$ cat config.mk
export PLATFORM = sky130hd
export DESIGN_NAME = uart_rx_fifo_flat
export DESIGN_NICKNAME = d
export VERILOG_FILES = /design/src/rtl/uart_rx_pkg.sv /design/src/rtl/uart_rx_fifo_if.sv /design/src/rtl/uart_rx_fifo_err_event_cnt.sv /design/src/rtl/uart_rx_fifo.sv /design/src/flat_wrapper.sv
export SDC_FILE = /design/constraint.sdc
export NUM_CORES = 1
export LEC_CHECK = 0
export BUFFER_PORTS_ARGS = -buffer_cell sky130_fd_sc_hd__buf_2
export CELL_PAD_IN_SITES_DETAIL_PLACEMENT = 0
export CELL_PAD_IN_SITES_GLOBAL_PLACEMENT = 1
export CORE_MARGIN = 1.5
export CORE_UTILIZATION = 40
export DETAILED_ROUTE_END_ITERATION = 10
export GPL_ROUTABILITY_DRIVEN = 0
export GPL_TIMING_DRIVEN = 0
export HOLD_SLACK_MARGIN = 0.03
export PLACE_DENSITY = 0.73
export SLEW_MARGIN = 10
export SYNTH_ARGS = -nofsm -noshare
export SYNTH_HDL_FRONTEND = slang
export SYNTH_SLANG_ARGS = --single-unit
$ cat constraint.sdc
create_clock -name clk_RX -period 4.4 [get_ports clk_RX]
set_input_delay 0 -clock clk_RX [delete_from_list [all_inputs] [get_ports clk_RX]]
set_output_delay 0 -clock clk_RX [all_outputs]
set_load 0.02 [all_outputs]
$ cat src/rtl/uart_rx_pkg.sv
// Shared widths and defaults for the UART receive-side buffer.
package uart_rx_pkg;
    localparam int DATA_W     = 8;
    localparam int FIFO_DEPTH = 8;
    localparam int ERR_CNT_W  = 8;
endpackage

$ cat src/rtl/uart_rx_fifo_if.sv
// Host-side read port of the receive FIFO: head byte with valid/ready handshake.
interface uart_rx_fifo_if import uart_rx_pkg::*; ();
    logic [DATA_W-1:0] RD_DATA;
    logic              RD_VALID;
    logic              RD_READY;

    modport master (output RD_DATA, output RD_VALID, input RD_READY);
    modport slave  (input RD_DATA, input RD_VALID, output RD_READY);
endinterface

$ cat src/rtl/uart_rx_fifo_err_event_cnt.sv
// Counts rising edges of a level error flag into a saturating counter; clear wins.
// Latency: count updates on the edge after the flag rises; no backpressure.
module err_event_cnt #(
    parameter int CNT_W = 8
) (
    input  logic             clk,
    input  logic             rst,
    input  logic             flag,
    input  logic             clr,
    output logic [CNT_W-1:0] cnt
);
    logic flag_q;
    logic evt;

    assign evt = flag & ~flag_q;

    always_ff @(posedge clk or posedge rst) begin
        if (rst) begin
            flag_q <= 1'b0;
            cnt    <= '0;
        end else begin
            flag_q <= flag;
            if (clr)
                cnt <= '0;
            else if (evt && (cnt != {CNT_W{1'b1}}))
                cnt <= cnt + {{(CNT_W-1){1'b0}}, 1'b1};
        end
    end
endmodule

$ cat src/rtl/uart_rx_fifo.sv
// FWFT byte FIFO behind the UART receiver plus overflow and error-event status.
// Latency: byte visible right after its push edge; full drops bytes unless a pop frees space.
module uart_rx_fifo import uart_rx_pkg::*; #(
    parameter int DEPTH  = FIFO_DEPTH,
    parameter int ADDR_W = 3,
    parameter int CNT_W  = ERR_CNT_W
) (
    input  logic              clk_RX,
    input  logic              rst,
    input  logic [DATA_W-1:0] P_DATA,
    input  logic              data_Valid,
    input  logic              Parity_Error,
    input  logic              Stop_Error,
    uart_rx_fifo_if.master    rd,
    output logic [ADDR_W:0]   FIFO_COUNT,
    output logic              FULL,
    output logic              OVERFLOW,
    input  logic              clr_ovf,
    output logic [CNT_W-1:0]  PAR_ERR_CNT,
    output logic [CNT_W-1:0]  STP_ERR_CNT,
    input  logic              clr_cnt
);
    localparam logic [ADDR_W:0]   CNT_FULL = (ADDR_W+1)'(DEPTH);
    localparam logic [ADDR_W:0]   CNT_ONE  = (ADDR_W+1)'(1);
    localparam logic [ADDR_W-1:0] PTR_ONE  = ADDR_W'(1);

    logic [DATA_W-1:0] mem [DEPTH];
    logic [ADDR_W-1:0] wr_ptr;
    logic [ADDR_W-1:0] rd_ptr;
    logic              push;
    logic              pop;

    assign rd.RD_VALID = (FIFO_COUNT != '0);
    assign FULL        = (FIFO_COUNT == CNT_FULL);
    assign rd.RD_DATA  = mem[rd_ptr];

    assign pop  = rd.RD_VALID & rd.RD_READY;
    // A pop in the same cycle frees the slot, so a full FIFO can still accept.
    assign push = data_Valid & (~FULL | pop);

    always_ff @(posedge clk_RX) begin
        if (push)
            mem[wr_ptr] <= P_DATA;
    end

    // Pointer width equals log2(DEPTH), so natural rollover is the wrap.
    always_ff @(posedge clk_RX or posedge rst) begin
        if (rst) begin
            wr_ptr     <= '0;
            rd_ptr     <= '0;
            FIFO_COUNT <= '0;
            OVERFLOW   <= 1'b0;
        end else begin
            if (push)
                wr_ptr <= wr_ptr + PTR_ONE;
            if (pop)
                rd_ptr <= rd_ptr + PTR_ONE;
            if (push && !pop)
                FIFO_COUNT <= FIFO_COUNT + CNT_ONE;
            else if (pop && !push)
                FIFO_COUNT <= FIFO_COUNT - CNT_ONE;
            if (data_Valid && FULL && !pop)
                OVERFLOW <= 1'b1;
            else if (clr_ovf)
                OVERFLOW <= 1'b0;
        end
    end

    err_event_cnt #(.CNT_W(CNT_W)) u_par_cnt (
        .clk  (clk_RX),
        .rst  (rst),
        .flag (Parity_Error),
        .clr  (clr_cnt),
        .cnt  (PAR_ERR_CNT)
    );

    err_event_cnt #(.CNT_W(CNT_W)) u_stp_cnt (
        .clk  (clk_RX),
        .rst  (rst),
        .flag (Stop_Error),
        .clr  (clr_cnt),
        .cnt  (STP_ERR_CNT)
    );
endmodule

$ cat src/flat_wrapper.sv
// flat-port wrapper written by rule: the top's interface ports become plain ports
module uart_rx_fifo_flat import uart_rx_pkg::*;
#(
    parameter int DEPTH  = FIFO_DEPTH,
    parameter int ADDR_W = 3,
    parameter int CNT_W  = ERR_CNT_W
)
  (clk_RX, rst, P_DATA, data_Valid, Parity_Error, Stop_Error, FIFO_COUNT, FULL, OVERFLOW, clr_ovf, PAR_ERR_CNT, STP_ERR_CNT, clr_cnt, rd_RD_DATA, rd_RD_VALID, rd_RD_READY);
  uart_rx_fifo_if rd_i ();
  input  logic clk_RX;
  input  logic rst;
  input  logic [DATA_W-1:0] P_DATA;
  input  logic data_Valid;
  input  logic Parity_Error;
  input  logic Stop_Error;
  output logic [ADDR_W:0] FIFO_COUNT;
  output logic FULL;
  output logic OVERFLOW;
  input  logic clr_ovf;
  output logic [CNT_W-1:0] PAR_ERR_CNT;
  output logic [CNT_W-1:0] STP_ERR_CNT;
  input  logic clr_cnt;
  output wire logic [$bits(rd_i.RD_DATA)-1:0] rd_RD_DATA;
  output wire logic [$bits(rd_i.RD_VALID)-1:0] rd_RD_VALID;
  input wire logic [$bits(rd_i.RD_READY)-1:0] rd_RD_READY;
  assign rd_RD_DATA = rd_i.RD_DATA;
  assign rd_RD_VALID = rd_i.RD_VALID;
  assign rd_i.RD_READY = rd_RD_READY;
  uart_rx_fifo #(.DEPTH(DEPTH), .ADDR_W(ADDR_W), .CNT_W(CNT_W)) u_core (.clk_RX(clk_RX), .rst(rst), .P_DATA(P_DATA), .data_Valid(data_Valid), .Parity_Error(Parity_Error), .Stop_Error(Stop_Error), .rd(rd_i), .FIFO_COUNT(FIFO_COUNT), .FULL(FULL), .OVERFLOW(OVERFLOW), .clr_ovf(clr_ovf), .PAR_ERR_CNT(PAR_ERR_CNT), .STP_ERR_CNT(STP_ERR_CNT), .clr_cnt(clr_cnt));
endmodule
=== Word level (Yosys, flattened, before mapping) ===
Memory sizes are Yosys's and may differ from the RTL's.
Cells that the tools add are included.
W data, S select, Z words.

* Input port bits: 16
* Bits in writable memories: 64
* Bits in registers: 29
* Memories: 1
* Output and inout bits: 31

{| class="wikitable"
|+ Memory list
! memory !! words !! width !! read ports !! clocked after Yosys merged registers in !! write ports !! line !! source
|-
| u_core.mem || 8 || 8 || 1 || 0 || 1 || uart_rx_fifo.sv:27 || <nowiki>logic [DATA_W-1:0] mem [DEPTH];</nowiki>
|}

* Add/sub/neg operators: 6
* Equal/unequal tests: 3
* Multiplexer cells: 10
* Reduce and logical (&&, ||, !) cells: 13
* Bitwise gates (word level): 8

{| class="wikitable"
|+ Operator list
! operator !! count
|-
| $mux W8 || 4
|-
| $add A8 B1 Y8 const B || 2
|-
| $ne A8 B8 Y1 const B || 2
|-
| $mux W4 || 2
|-
| $reduce_bool A2 Y1 || 4
|-
| $add A3 B1 Y3 const B || 2
|-
| $logic_and A1 B1 Y1 || 6
|-
| $add A4 B1 Y4 const B || 1
|-
| $and A1 B1 Y1 || 4
|-
| $eq A4 B4 Y1 const B || 1
|-
| $mux W1 || 4
|-
| $reduce_bool A4 Y1 || 1
|-
| $sub A4 B1 Y4 const B || 1
|-
| $not A1 Y1 || 3
|-
| $logic_not A1 Y1 || 2
|-
| $or A1 B1 Y1 || 1
|}

=== Longest topological paths before layout ===
Gate-level depths: netlist of run 1.

* Depth in word-level cells: 8
* Mapped depth: 10
* Mapped depth without buffers: 10

=== Hierarchy ===
A second synthesis of run 1 with hierarchy kept.

* Cell total of the unflattened synthesis: 248
* Area total of the unflattened synthesis: 4045.1 µm²

{| class="wikitable"
|+ Modules (own cells, without submodules)
! module !! instances !! area each (µm²) !! cells each
|-
| uart_rx_fifo || 1 || 3114.2 || 158
|-
| err_event_cnt || 2 || 465.4 || 45
|}

=== Least setup slack after synthesis of run 1 ===
OpenSTA, ideal clock, no wires.

* Kind: reg2reg
* Start: register u_core.FIFO_COUNT[0]
* End: register u_core.FIFO_COUNT[3]
* Path buffers: 0
* Library setup time: 0.126 ns
* Period minus slack after synthesis: 3.019 ns
* Data arrival time: 2.893 ns
* Cell stages (with the launch flop): 11
* Path slack: 1.381 ns
* Cells stage by stage: dfrtp_1 or4b_4 o21ai_4 inv_2 ha_1 inv_1 ha_1 a21o_1 a2111oi_0 a31oi_1 a221o_1

* Cells in the longest elaborated chain, start to end: 7
* Elaborated cells on any way between the ends: 15

{| class="wikitable"
|+ Ends and longest elaborated chain
! element !! line !! source
|-
| start, declared || uart_rx_fifo.sv:15 || <nowiki>output logic [ADDR_W:0] FIFO_COUNT,</nowiki>
|-
| start signal, assigned || uart_rx_fifo.sv:59 || <nowiki>FIFO_COUNT <= FIFO_COUNT + CNT_ONE;</nowiki>
|-
| start signal, assigned || uart_rx_fifo.sv:61 || <nowiki>FIFO_COUNT <= FIFO_COUNT - CNT_ONE;</nowiki>
|-
| $reduce_bool A4 Y1 or $eq A4 B4 Y1 (tied branches) || uart_rx_fifo.sv:33, uart_rx_fifo.sv:34 ||
|-
| $and A1 B1 Y1 or $not A1 Y1 (tied branches) || uart_rx_fifo.sv:37, uart_rx_fifo.sv:39 ||
|-
| $or A1 B1 Y1 * || uart_rx_fifo.sv:39 || <nowiki>assign push = data_Valid & (~FULL | pop);</nowiki>
|-
| $and A1 B1 Y1 * || uart_rx_fifo.sv:39 ||
|-
| net u_core.push || uart_rx_fifo.sv:30 || <nowiki>logic push;</nowiki>
|-
| $logic_not A1 Y1 || uart_rx_fifo.sv:60 || <nowiki>else if (pop && !push)</nowiki>
|-
| $logic_and A1 B1 Y1 || uart_rx_fifo.sv:60 ||
|-
| $reduce_bool A2 Y1 (no source line) || -- ||
|}

Mark *: on every way through the listed nets, which the timed path passes. The rest lies on a longest branch. The select of a mux whose other input is x is not followed.
A chain may end at the register's enable or synchronous reset.

=== Worst setup path after layout of run 1 ===
Ends and elaborated chain as after synthesis.

==> results of run 1 <==
cell usage after synthesis, types with 4 or more instances:
cell and number:
sky130_fd_sc_hd__xor2_1 7, sky130_fd_sc_hd__inv_1 6, sky130_fd_sc_hd__a21oi_1 5, sky130_fd_sc_hd__edfxtp_1 64, sky130_fd_sc_hd__nand3_1 6, sky130_fd_sc_hd__xnor2_1 6
sky130_fd_sc_hd__ha_1 7, sky130_fd_sc_hd__nor3_1 8, sky130_fd_sc_hd__dfrtp_1 29, sky130_fd_sc_hd__nor2_1 16, sky130_fd_sc_hd__mux4_2 16, sky130_fd_sc_hd__mux2_2 10
sky130_fd_sc_hd__o21ai_0 4, sky130_fd_sc_hd__nand2_1 14, sky130_fd_sc_hd__a31oi_1 4
kinds of logic after synthesis:
family,after synthesis,synth area share [%]
xor gates and xnor gates,13,2.87
adders and majority gates,8,2.71
and+or+nand+nor,66,8.55
buffers and inverters,15,1.74
AOI/OAI and AO/OA,26,4.64
muxes,29,12.7
DFF,93,66.8
worst max-delay path: cells and delay by family, from the launching register on:
| kind | cells | cell delay (ns) |
|---|---|---|
| AO/OA/AOI/OAI | 5 | 1.32 |
| adder cells (fa/ha/maj) | 2 | 0.50 |
| buffers and inverters | 2 | 0.27 |
| flip-flops | 1 | 0.47 |
| AND/OR/NAND/NOR | 1 | 0.59 |
power groups by stage:
stage	Clock (W)	Combinational (W)	Sequential [W]
floorplan	0	0.000639	0.00119
global placement	0	0.000888	0.00118
detailed placement	0	0.000912	0.00119
CTS	0.000539	0.000927	0.00117
global route	0.000574	0.000994	0.00119
finish	0.000522	0.000906	0.00117
path summary, 6_finish.rpt:
kind	endpoint	slack [ns]	cells after the start
worst min-delay path	u_core.u_par_cnt.cnt[3]	0.28	3
worst max-delay path	u_core.FIFO_COUNT[3]	1.13	10
min in group clk_RX	u_core.u_par_cnt.flag_q	0.31	2
worst min register to register	u_core.u_par_cnt.cnt[7]	0.57	1
max in group asynchronous	u_core.wr_ptr[1]	3.71	3
worst max register to register	u_core.FIFO_COUNT[3]	1.13	10
metal layers:
metal / track usage (%) / vias to the layer above / part of all wire (%)
met4: 4.11 / 0 / 0.90
met1: 21.7 / 1181 / 48
met5: 0 / - / 0
met2: 24.1 / 60 / 47
met3: 3.59 / 6 / 4.0
li1: - / 1108 / -
through the flow:
step	power (W)	instances
after floorplan	0.00183	250
after global placement	0.00206	428
after detailed placement	0.00210	429
after CTS	0.00264	461
after global routing	0.00276	461
final	0.00260	461
registers in the layout, summed over array words and instances (netlist names):
signal,flops
u_core.FIFO_COUNT,4
u_core.OVERFLOW,1
u_core.mem,64
u_core.rd_ptr,3
u_core.u_par_cnt.cnt,8
u_core.u_par_cnt.flag_q,1
u_core.u_stp_cnt.cnt,8
u_core.u_stp_cnt.flag_q,1
u_core.wr_ptr,3
final cells by class:
type                    instances  area (sq um)
plain buffers                   8          42.5
clock buffers                   9           124
flip-flops and latches         93          2650
repair buffers                 62           393
inverters                       7          26.3
clock inverters                 7          55.1
multi-input cells             142          1270
well taps                     133           166
fillers                       862          4960
==> qor.json, run 1 <==
{
  "clocking": {
    "postCtsSetupBuffers": 0,
    "cts_tree": "yes",
    "cts_hold_buffers": 16,
    "ctsResizeCount": 0,
    "number_of_buffers_created_by_cts": 9,
    "clock_path_buffers": 2,
    "cts.root.buffer_cell": "sky130_fd_sc_hd__clkbuf_8",
    "h-tree-depth": 3,
    "clock-sinks": 93,
    "clock_insertion_delay_worst_skew_ns": 0.36,
    "cts.reportedPaths.clkPinSlew_ns": 0.10
  },
  "power_and_ir_drop": {
    "seq_power_share_pct": 45.0,
    "swShare_pct": 34.1,
    "ir_drop_mv": 0.172,
    "power-per-cell-area_mw_per_mm2": 549,
    "p_int_w": 0.00171,
    "combinationalPowerShare_pct": 34.9,
    "p_leak_nw": 1.80,
    "net-switching-power_w": 0.000884,
    "pwr-share-clk_pct": 20.1
  },
  "layout": {
    "syn_to_final_growth_pct": 19.3,
    "post_route_core_utilization_pct": 48.8,
    "postLayoutCellArea_sq_mm": 0.00473,
    "layout.nets": 347,
    "layout_commonest_cell": "sky130_fd_sc_hd__edfxtp_1",
    "n_antenna_cell": 0,
    "layout.cells.most_common_list": "64 x sky130_fd_sc_hd__edfxtp_1, 46 x sky130_fd_sc_hd__buf_2, 29 x sky130_fd_sc_hd__dfrtp_1",
    "drive_gt1_share_pct": 30.5
  },
  "global_routing": {
    "grt.overflow.total": 0,
    "grt_start_max_net_pins": 30,
    "grt_antenna_before_repair": 0,
    "first_global_vias": 2269,
    "grt_util_all_layers_pct": 15.3,
    "grt_pass1_wl_mm": 11.9
  },
  "timing": {
    "timing.final.ws_setup_ns": 1.13,
    "clock-skew-final_ns": 0.0186,
    "clock.fmax_mhz": 306,
    "final_critical_delay_including_setup_and_external_delays_ns": 3.27,
    "setup-tns-final_ns": 0,
    "timing.slew.headroom_pct": 40.7,
    "setup_viol": 0,
    "tightestPinTransition_ns": 0.887,
    "fin_hold_ws_ns": 0.282,
    "final_max_slew_viol_count": 0,
    "hold_violations": 0,
    "grt_setup_unrepaired": "no",
    "post-route-period-util_pct": 74.2
  },
  "floorplanning": {
    "initial_core_util_pct": 40.9,
    "dieHeight_microns": 103,
    "core_sq_mm": 0.00968,
    "floorplan.die.width_microns": 103,
    "core.rowCount": 36,
    "num_io_pins": 47,
    "dieArea_sq_mm": 0.0105
  },
  "routing": {
    "drt-total-wl_mm": 7.48,
    "per_cell_via_count_in_the_routed_design": 5.11,
    "remaining_drc_errors": 0,
    "drt.antenna.violating_nets": 0,
    "routed-via-count": 2355,
    "detailedRoute.firstIterationViolations": 97,
    "drt_pre_antenna_iters": 4,
    "wire_per_inst_microns": 16.2
  },
  "logic_synthesis": {
    "synth_edf_count": 64,
    "synth-main-ff-cell": "sky130_fd_sc_hd__edfxtp_1",
    "post_synth_inst_count": 250,
    "synth_cell_types": 46,
    "postSynthNetCount": 274,
    "netlist_area_sq_mm": 0.00396,
    "synth_sequential_area_ratio_pct": 66.8,
    "synth-seq-cells": 93,
    "post-synth-top-area-fraction_pct": 48.5,
    "ys_async_sr_fraction_pct": 31.2,
    "avgSynthCellArea_sq_um": 15.9,
    "synthTopCellsByArea": "sky130_fd_sc_hd__edfxtp_1 48%, sky130_fd_sc_hd__dfrtp_1 18%, sky130_fd_sc_hd__mux4_2 9.1%, sky130_fd_sc_hd__mux2_2 2.8%, sky130_fd_sc_hd__ha_1 2.2%",
    "yosys_warnings": 0,
    "yosys.area.top_type": "sky130_fd_sc_hd__edfxtp_1"
  },
  "worst_hold_path": {
    "timing.hold.worst.class": "in2async"
  },
  "run": {
    "maxCapViolations": 0
  },
  "worst_setup_path": {
    "cp_slowest_stage_delay_ns": 0.59,
    "endpoint_kind": "flop",
    "timing.critical_path.slowest_stage_cell": "sky130_fd_sc_hd__or4b_4",
    "biggest_fanout_along_the_worst_timing_path": 7,
    "cp-startpoint": "u_core.FIFO_COUNT[0]",
    "critical_path_launch_point_type": "flop",
    "timing.critical_path.cells": "or4b_4 > o21ai_4 > inv_2 > ha_1 > inv_1 > ha_1 > a21o_1 > a2111oi_0 > a31oi_1 > a221o_1",
    "critPathMostFrequentCell": "sky130_fd_sc_hd__ha_1",
    "worstSetupPathType": "reg2reg",
    "r2r-start": "u_core.FIFO_COUNT[0]",
    "worst-endpoint-required_ns": 4.63,
    "worst-endpoint-arrival_ns": 3.50
  },
  "placement": {
    "post_place_setup_slack_ns": 1.14,
    "area_of_placed_instances_sq_mm": 0.00439,
    "hpwlAfterDp_mm": 4.85,
    "portBuffers": 45
  },
  "run_status": {
    "outcome": "completed"
  }
}
Power figures use the tool's default switching activity.
==> inputs of run 2 (changes only) <==
Settings changed: PLACE_DENSITY 0.73 to 0.76.
Clock period 4.4 ns to 2.6 ns, I/O delays scaled along.
==> run 2 against run 1 <==
The run now ends with setup timing left. Combinational power rose by 92%. Non-clock buffer count rose by 9. Register-to-register slack got worse by 1.2 ns. First-iteration DRC count rose by 4.1%. Final area rose by 3.8%. Largest cell class unchanged.
==> qor.json, run 2 (synthesis gave the netlist of run 1 again) <==
{
  "timing": {
    "post-route-period-util": {"value": 104, "unit": "%", "change": "+30 points"},
    "timing.slew.headroom": {"value": 32.8, "unit": "%", "change": "-7.9 points"},
    "setup_viol": {"value": 1, "change": "+1"},
    "final_max_slew_viol_count": {"value": 0, "change": "unchanged"},
    "hold_violations": {"value": 0, "change": "unchanged"},
    "grt_setup_unrepaired": "yes",
    "fin_hold_ws": {"value": 0.0943, "unit": "ns", "change": "-0.188 ns"},
    "timing.final.ws_setup": {"value": -0.110, "unit": "ns", "change": "-1.24 ns"},
    "clock.fmax": {"value": 369, "unit": "MHz", "change": "+21%"},
    "tightestPinTransition": {"value": 1.00, "unit": "ns", "change": "+0.118 ns"},
    "clock-skew-final": {"value": 0.0156, "unit": "ns", "change": "-0.00304 ns"},
    "final_critical_delay_including_setup_and_external_delays": {"value": 2.71, "unit": "ns", "change": "-0.557 ns"}
  },
  "routing": {
    "wire_per_inst": {"value": 16.4, "unit": "microns", "change": "+1.2%"},
    "remaining_drc_errors": {"value": 0, "change": "unchanged"},
    "routed-via-count": {"value": 2353, "change": "-0.085%"},
    "drt.antenna.violating_nets": {"value": 0, "change": "unchanged"},
    "drt-total-wl": {"value": 7.72, "unit": "mm", "change": "+3.2%"},
    "detailedRoute.firstIterationViolations": {"value": 101, "change": "+4.1%"},
    "per_cell_via_count_in_the_routed_design": {"value": 5.01, "change": "-2.0%"},
    "drt_pre_antenna_iters": {"value": 4, "change": "unchanged"}
  },
  "global_routing": {
    "first_global_vias": {"value": 2353, "change": "+3.7%"},
    "grt_start_max_net_pins": {"value": 30, "change": "unchanged"},
    "grt_pass1_wl": {"value": 12.1, "unit": "mm", "change": "+1.9%"},
    "grt.overflow.total": {"value": 0, "change": "unchanged"},
    "grt_util_all_layers": {"value": 15.8, "unit": "%", "change": "+0.50 points"},
    "grt_antenna_before_repair": {"value": 0, "change": "unchanged"}
  },
  "clocking": {
    "number_of_buffers_created_by_cts": {"value": 9, "change": "unchanged"},
    "h-tree-depth": {"value": 3, "change": "unchanged"},
    "clock-sinks": {"value": 93, "change": "unchanged"},
    "cts.reportedPaths.clkPinSlew": {"value": 0.09, "unit": "ns", "change": "about the same"},
    "cts_tree": "yes",
    "clock_path_buffers": {"value": 2, "change": "unchanged"},
    "clock_insertion_delay_worst_skew": {"value": 0.36, "unit": "ns", "change": "about the same"},
    "cts.root.buffer_cell": "sky130_fd_sc_hd__clkbuf_8"
  },
  "power_and_ir_drop": {
    "combinationalPowerShare": {"value": 36.5, "unit": "%", "change": "+1.6 points"},
    "seq_power_share": {"value": 41.2, "unit": "%", "change": "-3.8 points"},
    "ir_drop": {"value": 0.347, "unit": "mV", "change": "+100%"},
    "pwr-share-clk": {"value": 22.4, "unit": "%", "change": "+2.3 points"},
    "p_int": {"value": 0.00322, "unit": "W", "change": "+88%"},
    "p_leak": {"value": 1.87, "unit": "nW", "change": "+3.6%"},
    "swShare": {"value": 32.6, "unit": "%", "change": "-1.4 points"},
    "power-per-cell-area": {"value": 972, "unit": "mW/mm^2", "change": "+77%"},
    "p_total": {"value": 0.00477, "unit": "W", "change": "+84%"},
    "net-switching-power": {"value": 0.00156, "unit": "W", "change": "+76%"}
  },
  "worst_setup_path": {
    "cp.depth": {"value": 10, "change": "unchanged"},
    "biggest_fanout_along_the_worst_timing_path": {"value": 4, "change": "-3"},
    "crit_buf_inv": {"value": 3, "change": "+1"},
    "worst-endpoint-required": {"value": 2.84, "unit": "ns", "change": "-1.79 ns"},
    "worst-endpoint-arrival": {"value": 2.95, "unit": "ns", "change": "-0.55 ns"},
    "cp_slowest_stage_delay": {"value": 0.57, "unit": "ns", "change": "-0.02 ns"},
    "endpoint_kind": "flop",
    "critical_path_launch_point_type": "flop",
    "timing.critical_path.slowest_stage_cell": "sky130_fd_sc_hd__or4b_4",
    "worstRegToRegCells": {"value": 10, "change": "unchanged"},
    "r2r-start": "u_core.FIFO_COUNT[1]",
    "critPathMostFrequentCell": "sky130_fd_sc_hd__ha_4",
    "ff2ff_setup_slack": {"value": -0.11, "unit": "ns", "change": "-1.24 ns"},
    "rr_endpoint": "u_core.FIFO_COUNT[3]",
    "timing.critical_path.cells": "or4b_4 > o21ai_4 > inv_2 > ha_4 > inv_4 > buf_6 > ha_4 > a2111oi_4 > a31oi_1 > a221o_1",
    "timing.critical_path.max_delay_family": "compound AO/OA/AOI/OAI gates",
    "worstSetupPathType": "reg2reg"
  },
  "floorplanning": {
    "initial_core_util": {"value": 40.9, "unit": "%", "change": "unchanged"},
    "dieHeight": {"value": 103, "unit": "microns", "change": "unchanged"},
    "core": {"value": 0.00968, "unit": "sq mm", "change": "unchanged"},
    "dieArea": {"value": 0.0105, "unit": "sq mm", "change": "unchanged"},
    "num_io_pins": {"value": 47, "change": "unchanged"},
    "core.rowCount": {"value": 36, "change": "unchanged"},
    "floorplan.die.width": {"value": 103, "unit": "microns", "change": "unchanged"}
  },
  "run": {
    "maxCapViolations": {"value": 0, "change": "unchanged"}
  },
  "layout": {
    "top_register": "u_core.mem",
    "layout.nets": {"value": 356, "change": "+2.6%"},
    "postLayoutCellArea": {"value": 0.00491, "unit": "sq mm", "change": "+3.8%"},
    "layout.cells.most_common_list": "64 x sky130_fd_sc_hd__edfxtp_1, 46 x sky130_fd_sc_hd__buf_2, 26 x sky130_fd_sc_hd__dfrtp_1, 16 x sky130_fd_sc_hd__nor2_1, 16 x sky130_fd_sc_hd__mux4_2",
    "post_route_core_utilization": {"value": 50.7, "unit": "%", "change": "+1.9 points"},
    "largest_registers": "u_core.mem x64, u_core.u_par_cnt.cnt x8, u_core.u_stp_cnt.cnt x8",
    "syn_to_final_growth_pct": 23.9,
    "nFillCells": {"value": 835, "change": "-3.1%"},
    "largest_reg_flops": {"value": 64, "change": "unchanged"},
    "drive_gt1_share": {"value": 35.6, "unit": "%", "change": "+5.1 points"},
    "n_antenna_cell": {"value": 0, "change": "unchanged"},
    "layout_commonest_cell": "sky130_fd_sc_hd__edfxtp_1"
  },
  "worst_hold_path": {
    "timing.hold.worst.class": "in2reg",
    "hp-start": "data_Valid",
    "hold-path-cell-count": 4,
    "hold_end": "u_core.wr_ptr[0]"
  },
  "run_status": {
    "failed_checks": "setup timing",
    "outcome": "finished, violations left"
  },
  "placement": {
    "portBuffers": {"value": 45, "change": "unchanged"},
    "hpwlAfterDp": {"value": 4.92, "unit": "mm", "change": "+1.4%"},
    "post_place_setup_slack": {"value": -0.376, "unit": "ns", "change": "-1.52 ns"},
    "area_of_placed_instances": {"value": 0.00442, "unit": "sq mm", "change": "+0.80%"}
  }
}
[run 2: cell types whose count changed in the layout (fill, tap and decap cells not counted), sizes merged]
cell,previous run,this run
dlygate4sd3,16,15
bufinv,0,2
clkbuf,12,13
clkinv,3,0
clkinvlp,1,2
buf,51,61
inv,10,9
[run 2: repair_timing]
| action | 4_1_cts | 5_1_grt |
|---|---|---|
| setup endpoints to repair | 1 | 1 |
| gates resized for setup | 2 | 5 |
| pin swaps | 4 | 4 |
| buffers inserted | 7 | 2 |
| hold buffers | 15 | 0 |
| hold endpoints to repair | 99 | 0 |
[run 2: final cells by class]
type	count	area, sq um	area share (%)
flip-flops and latches	93	2650	54.0
multi-input cells	142	1340	27.2
repair buffers	71	462	9.40
well taps	133	166	3.39
clock buffers	10	128	2.60
clock inverters	6	95.1	1.94
plain buffers	8	42.5	0.866
inverters	7	28.8	0.586
[run 2: per-layer routing]
metal	vias to the layer above	wire length, microns	GRT usage [%]
li1	1128	-	-
met1	1171	3580	21.0
met2	48	3820	26.1
met3	6	235	2.92
met4	0	81	6.22
met5	-	0	0
[run 2: power by group through the flow]
stage          combinational (W)  clock, W  sequential, W
2_1_floorplan            0.00111         0        0.00202
3_3_place_gp             0.00151         0        0.00199
3_5_place_dp             0.00158         0        0.00201
4_1_cts                  0.00168   0.00109        0.00196
5_1_grt                  0.00190   0.00114        0.00199
6_report                 0.00174   0.00107        0.00196
[run 2: per-stage QoR]
step | setup TNS, ns | std cells
final | -0.110 | 470
after global routing | -0.201 | 470
after CTS | -0.112 | 468
after detailed placement | -0.376 | 430
after global placement | -0.765 | 428
after floorplan | -0.181 | 250
[run 2: worst max path at each step]
stage	end	from
floorplan	u_core.FIFO_COUNT[3]	u_core.FIFO_COUNT[1]
global placement	u_core.FIFO_COUNT[3]	u_core.FIFO_COUNT[1]
detailed placement	u_core.FIFO_COUNT[3]	u_core.FIFO_COUNT[1]
CTS	u_core.FIFO_COUNT[3]	u_core.FIFO_COUNT[0]
global route	u_core.FIFO_COUNT[3]	u_core.FIFO_COUNT[1]
finish	u_core.FIFO_COUNT[3]	u_core.FIFO_COUNT[1]
[run 2: worst reg2reg max path: stages (launching register included)]
cell and delay (ns):
sky130_fd_sc_hd__dfrtp_2 0.42, sky130_fd_sc_hd__or4b_4 0.57, sky130_fd_sc_hd__o21ai_4 0.19, sky130_fd_sc_hd__inv_2 0.07, sky130_fd_sc_hd__ha_4 0.17, sky130_fd_sc_hd__inv_4 0.06
sky130_fd_sc_hd__buf_6 0.11, sky130_fd_sc_hd__ha_4 0.21, sky130_fd_sc_hd__a2111oi_4 0.36, sky130_fd_sc_hd__a31oi_1 0.09, sky130_fd_sc_hd__a221o_1 0.32
==> inputs of run 3 (changes only) <==
--- a/config.mk
+++ b/config.mk
@@ -9,4 +9,5 @@
 export CELL_PAD_IN_SITES_DETAIL_PLACEMENT = 0
 export CELL_PAD_IN_SITES_GLOBAL_PLACEMENT = 1
+export CORE_ASPECT_RATIO = 0.75
 export CORE_MARGIN = 1.5
 export CORE_UTILIZATION = 40
==> constraint.sdc (replaced) <==
create_clock -name clk_RX -period 2.6 [get_ports clk_RX]
set_input_delay 0.13 -clock clk_RX [delete_from_list [all_inputs] [get_ports clk_RX]]
set_output_delay 0.13 -clock clk_RX [all_outputs]
set_load 0.02 [all_outputs]
==> run 3 against run 2 <==
The flow still finishes with violations (setup timing). Cell count fell by 2.8%. Critical path type unchanged. Clock-buffer cell count is 1 lower. Worst setup slack better by 0.075 ns. Final area decreased by 1.0%. Highest routed layer unchanged. Sequential share of layout area increased by 0.56 points. Via count fell by 0.85%. Power rose by 4.3%. Fmax is 2.8% higher. Sequential power barely moved. Flip-flop and latch count unchanged. Combinational power about the same. Non-clock buffer count decreased by 12.
==> qor.json, run 3 (synthesis gave the netlist of run 1 again) <==
{
  "placement": {
    "hpwlAfterDp": {"value": 5.06, "unit": "mm", "change": "+2.7%"},
    "dp_cells": {"value": 428, "change": "-0.47%"},
    "portBuffers": {"value": 45, "change": "unchanged"}
  },
  "worst_hold_path": {
    "hp-start": "P_DATA[6]",
    "hold_end": "u_core.mem[1][6]",
    "hold-path-cell-count": {"value": 1, "change": "-3"},
    "timing.hold.worst.class": "in2reg"
  },
  "routing": {
    "wire_per_inst": {"value": 17.0, "unit": "microns", "change": "+3.7%"},
    "remaining_drc_errors": {"value": 0, "change": "unchanged"},
    "drt-total-wl": {"value": 7.79, "unit": "mm", "change": "+0.86%"},
    "routed-via-count": {"value": 2333, "change": "-0.85%"},
    "per_cell_via_count_in_the_routed_design": {"value": 5.11, "change": "+2.0%"},
    "drt.antenna.violating_nets": {"value": 0, "change": "unchanged"},
    "detailedRoute.firstIterationViolations": {"value": 174, "change": "+72%"},
    "drt_pre_antenna_iters": {"value": 4, "change": "unchanged"}
  },
  "worst_setup_path": {
    "timing.critical_path.max_delay_family": "compound AO/OA/AOI/OAI gates",
    "worst-endpoint-required": {"value": 2.82, "unit": "ns", "change": "-0.02 ns"},
    "endpoint_kind": "flop",
    "worst-endpoint-arrival": {"value": 2.85, "unit": "ns", "change": "-0.10 ns"},
    "biggest_fanout_along_the_worst_timing_path": {"value": 4, "change": "unchanged"},
    "critical_path_launch_point_type": "flop",
    "worstRegToRegCells": {"value": 10, "change": "unchanged"},
    "timing.critical_path.cells": "or4b_4 > o21ai_4 > inv_2 > ha_4 > inv_4 > buf_6 > ha_4 > a2111oi_4 > a31oi_1 > a221o_1",
    "crit_buf_inv": {"value": 3, "change": "unchanged"},
    "r2r-start": "u_core.FIFO_COUNT[1]",
    "rr_endpoint": "u_core.FIFO_COUNT[3]",
    "timing.critical_path.slowest_stage_cell": "sky130_fd_sc_hd__or4b_4",
    "ff2ff_setup_slack": {"value": -0.03, "unit": "ns", "change": "+0.07 ns"},
    "critPathMostFrequentCell": "sky130_fd_sc_hd__ha_4",
    "cp_slowest_stage_delay": {"value": 0.56, "unit": "ns", "change": "about the same"},
    "worstSetupPathType": "reg2reg"
  },
  "timing": {
    "clock-skew-final": {"value": 0.00492, "unit": "ns", "change": "-0.0106 ns"},
    "setup_viol": {"value": 1, "change": "unchanged"},
    "final_max_slew_viol_count": {"value": 0, "change": "unchanged"},
    "tightestPinTransition": {"value": 1.10, "unit": "ns", "change": "+0.0941 ns"},
    "final_critical_delay_including_setup_and_external_delays": {"value": 2.63, "unit": "ns", "change": "-0.0749 ns"},
    "timing.slew.headroom": {"value": 26.7, "unit": "%", "change": "-6.1 points"},
    "fin_hold_ws": {"value": 0.0523, "unit": "ns", "change": "-0.0420 ns"},
    "hold_violations": {"value": 0, "change": "unchanged"},
    "clock.fmax": {"value": 380, "unit": "MHz", "change": "+2.8%"},
    "post-route-period-util": {"value": 101, "unit": "%", "change": "-2.9 points"},
    "grt_setup_unrepaired": "yes",
    "timing.final.ws_setup": {"value": -0.0349, "unit": "ns", "change": "+0.0749 ns"}
  },
  "global_routing": {
    "grt_util_all_layers": {"value": 15.6, "unit": "%", "change": "-0.27 points"},
    "grt_start_max_net_pins": {"value": 30, "change": "unchanged"},
    "grt_antenna_before_repair": {"value": 0, "change": "unchanged"},
    "grt_pass1_wl": {"value": 11.9, "unit": "mm", "change": "-1.5%"},
    "grt.overflow.total": {"value": 0, "change": "unchanged"},
    "first_global_vias": {"value": 2251, "change": "-4.3%"}
  },
  "layout": {
    "largest_reg_flops": {"value": 64, "change": "unchanged"},
    "syn_to_final_growth_pct": 22.6,
    "layout.nets": {"value": 344, "change": "-3.4%"},
    "nFillCells": {"value": 822, "change": "-1.6%"},
    "layout_commonest_cell": "sky130_fd_sc_hd__edfxtp_1",
    "layout.cells.most_common_list": "64 x sky130_fd_sc_hd__edfxtp_1, 46 x sky130_fd_sc_hd__buf_2, 26 x sky130_fd_sc_hd__dfrtp_1, 16 x sky130_fd_sc_hd__nor2_1, 16 x sky130_fd_sc_hd__mux4_2",
    "final-instance-count-excl-fill": {"value": 457, "change": "-2.8%"},
    "drive_gt1_share": {"value": 36.6, "unit": "%", "change": "+1.0 points"},
    "n_antenna_cell": {"value": 0, "change": "unchanged"},
    "top_register": "u_core.mem",
    "largest_registers": "u_core.mem x64, u_core.u_par_cnt.cnt x8, u_core.u_stp_cnt.cnt x8"
  },
  "clocking": {
    "cts.root.buffer_cell": "sky130_fd_sc_hd__clkbuf_16",
    "h-tree-depth": {"value": 3, "change": "unchanged"},
    "clock-sinks": {"value": 93, "change": "unchanged"},
    "clock_path_buffers": {"value": 2, "change": "unchanged"},
    "cts.reportedPaths.clkPinSlew": {"value": 0.06, "unit": "ns", "change": "-0.03 ns"},
    "cts_tree": "yes",
    "number_of_buffers_created_by_cts": {"value": 9, "change": "unchanged"},
    "clock_insertion_delay_worst_skew": {"value": 0.34, "unit": "ns", "change": "-0.02 ns"}
  },
  "run": {
    "maxCapViolations": {"value": 0, "change": "unchanged"}
  },
  "floorplanning": {
    "num_io_pins": {"value": 47, "change": "unchanged"},
    "dieHeight": {"value": 89.2, "unit": "microns", "change": "-13%"},
    "core.rowCount": {"value": 31, "change": "-14%"},
    "dieArea": {"value": 0.0105, "unit": "sq mm", "change": "about the same"},
    "initial_core_util": {"value": 41.0, "unit": "%", "change": "+0.11 points"},
    "core": {"value": 0.00966, "unit": "sq mm", "change": "-0.27%"},
    "floorplan.die.width": {"value": 118, "unit": "microns", "change": "+15%"}
  },
  "run_status": {
    "failed_checks": "setup timing",
    "outcome": "finished, violations left"
  },
  "power_and_ir_drop": {
    "p_leak": {"value": 1.86, "unit": "nW", "change": "-0.68%"},
    "ir_drop": {"value": 0.599, "unit": "mV", "change": "+73%"},
    "power-per-cell-area": {"value": 1020, "unit": "mW/mm^2", "change": "+5.4%"}
  }
}
## run 3: cell types whose count changed in the layout (fill, tap and decap cells not counted), sizes merged
| cell | delta |
|---|---|
| clkbuf | -2 |
| inv | -1 |
| bufinv | -1 |
| dlygate4sd3 | -12 |
| buf | +1 |
| clkinv | +5 |
| clkinvlp | -2 |
## run 3: worst max path at each step
stage | cells past startpoint | slack (ns) | startpoint | end
floorplan | 10 | -0.18 | u_core.FIFO_COUNT[1] | u_core.FIFO_COUNT[3]
global placement | 10 | -0.28 | u_core.FIFO_COUNT[1] | u_core.FIFO_COUNT[3]
detailed placement | 10 | -0.36 | u_core.FIFO_COUNT[1] | u_core.FIFO_COUNT[3]
CTS | 10 | -0.06 | u_core.FIFO_COUNT[0] | u_core.FIFO_COUNT[3]
global route | 10 | -0.14 | u_core.FIFO_COUNT[1] | u_core.FIFO_COUNT[3]
finish | 10 | -0.03 | u_core.FIFO_COUNT[1] | u_core.FIFO_COUNT[3]
## run 3: cell type report
type | count | area [sq um] | area share [%]
buffer | 8 | 42.5 | 0.875
multi-input combinational | 142 | 1340 | 27.6
inverter | 7 | 28.8 | 0.592
clock buffer | 9 | 225 | 4.63
tap | 132 | 165 | 3.40
sequential | 93 | 2650 | 54.6
clock inverter | 7 | 65.1 | 1.34
timing repair buffer | 59 | 342 | 7.03
## run 3: timing repair
item	4_1_cts	5_1_grt
buffers inserted	8	2
hold buffers	3	0
endpoints found under the setup margin	1	2
pin swaps	4	4
resized for setup	2	7
cloned	0	0
endpoints found under the hold margin	3	0
## run 3: routing by layer
layer,track usage (%),vias up,share of wire (%)
met5,0,-,0
met4,5.65,0,1.7
met3,4.46,12,4.0
met2,24.2,58,46
met1,21.3,1156,48
li1,-,1107,-
## run 3: stage by stage
stage	area [sq um]	utilization (%)	TNS, ns	setup WS (ns)	power (W)
floorplan	3990	-	-0.181	-0.181	0.00313
global placement	4380	45.4	-1.64	-0.280	0.00352
detailed placement	4420	45.7	-0.359	-0.359	0.00360
CTS	4810	49.8	-0.0596	-0.0596	0.00494
global route	4860	50.3	-0.139	-0.139	0.00523
finish	4860	50.3	-0.0349	-0.0349	0.00498
## run 3: where the power goes
group,total [W],switching [W],internal (W)
logic,0.00175,0.000930,0.000818
clock network,0.00126,0.000523,0.000739
registers,0.00197,0.000131,0.00184
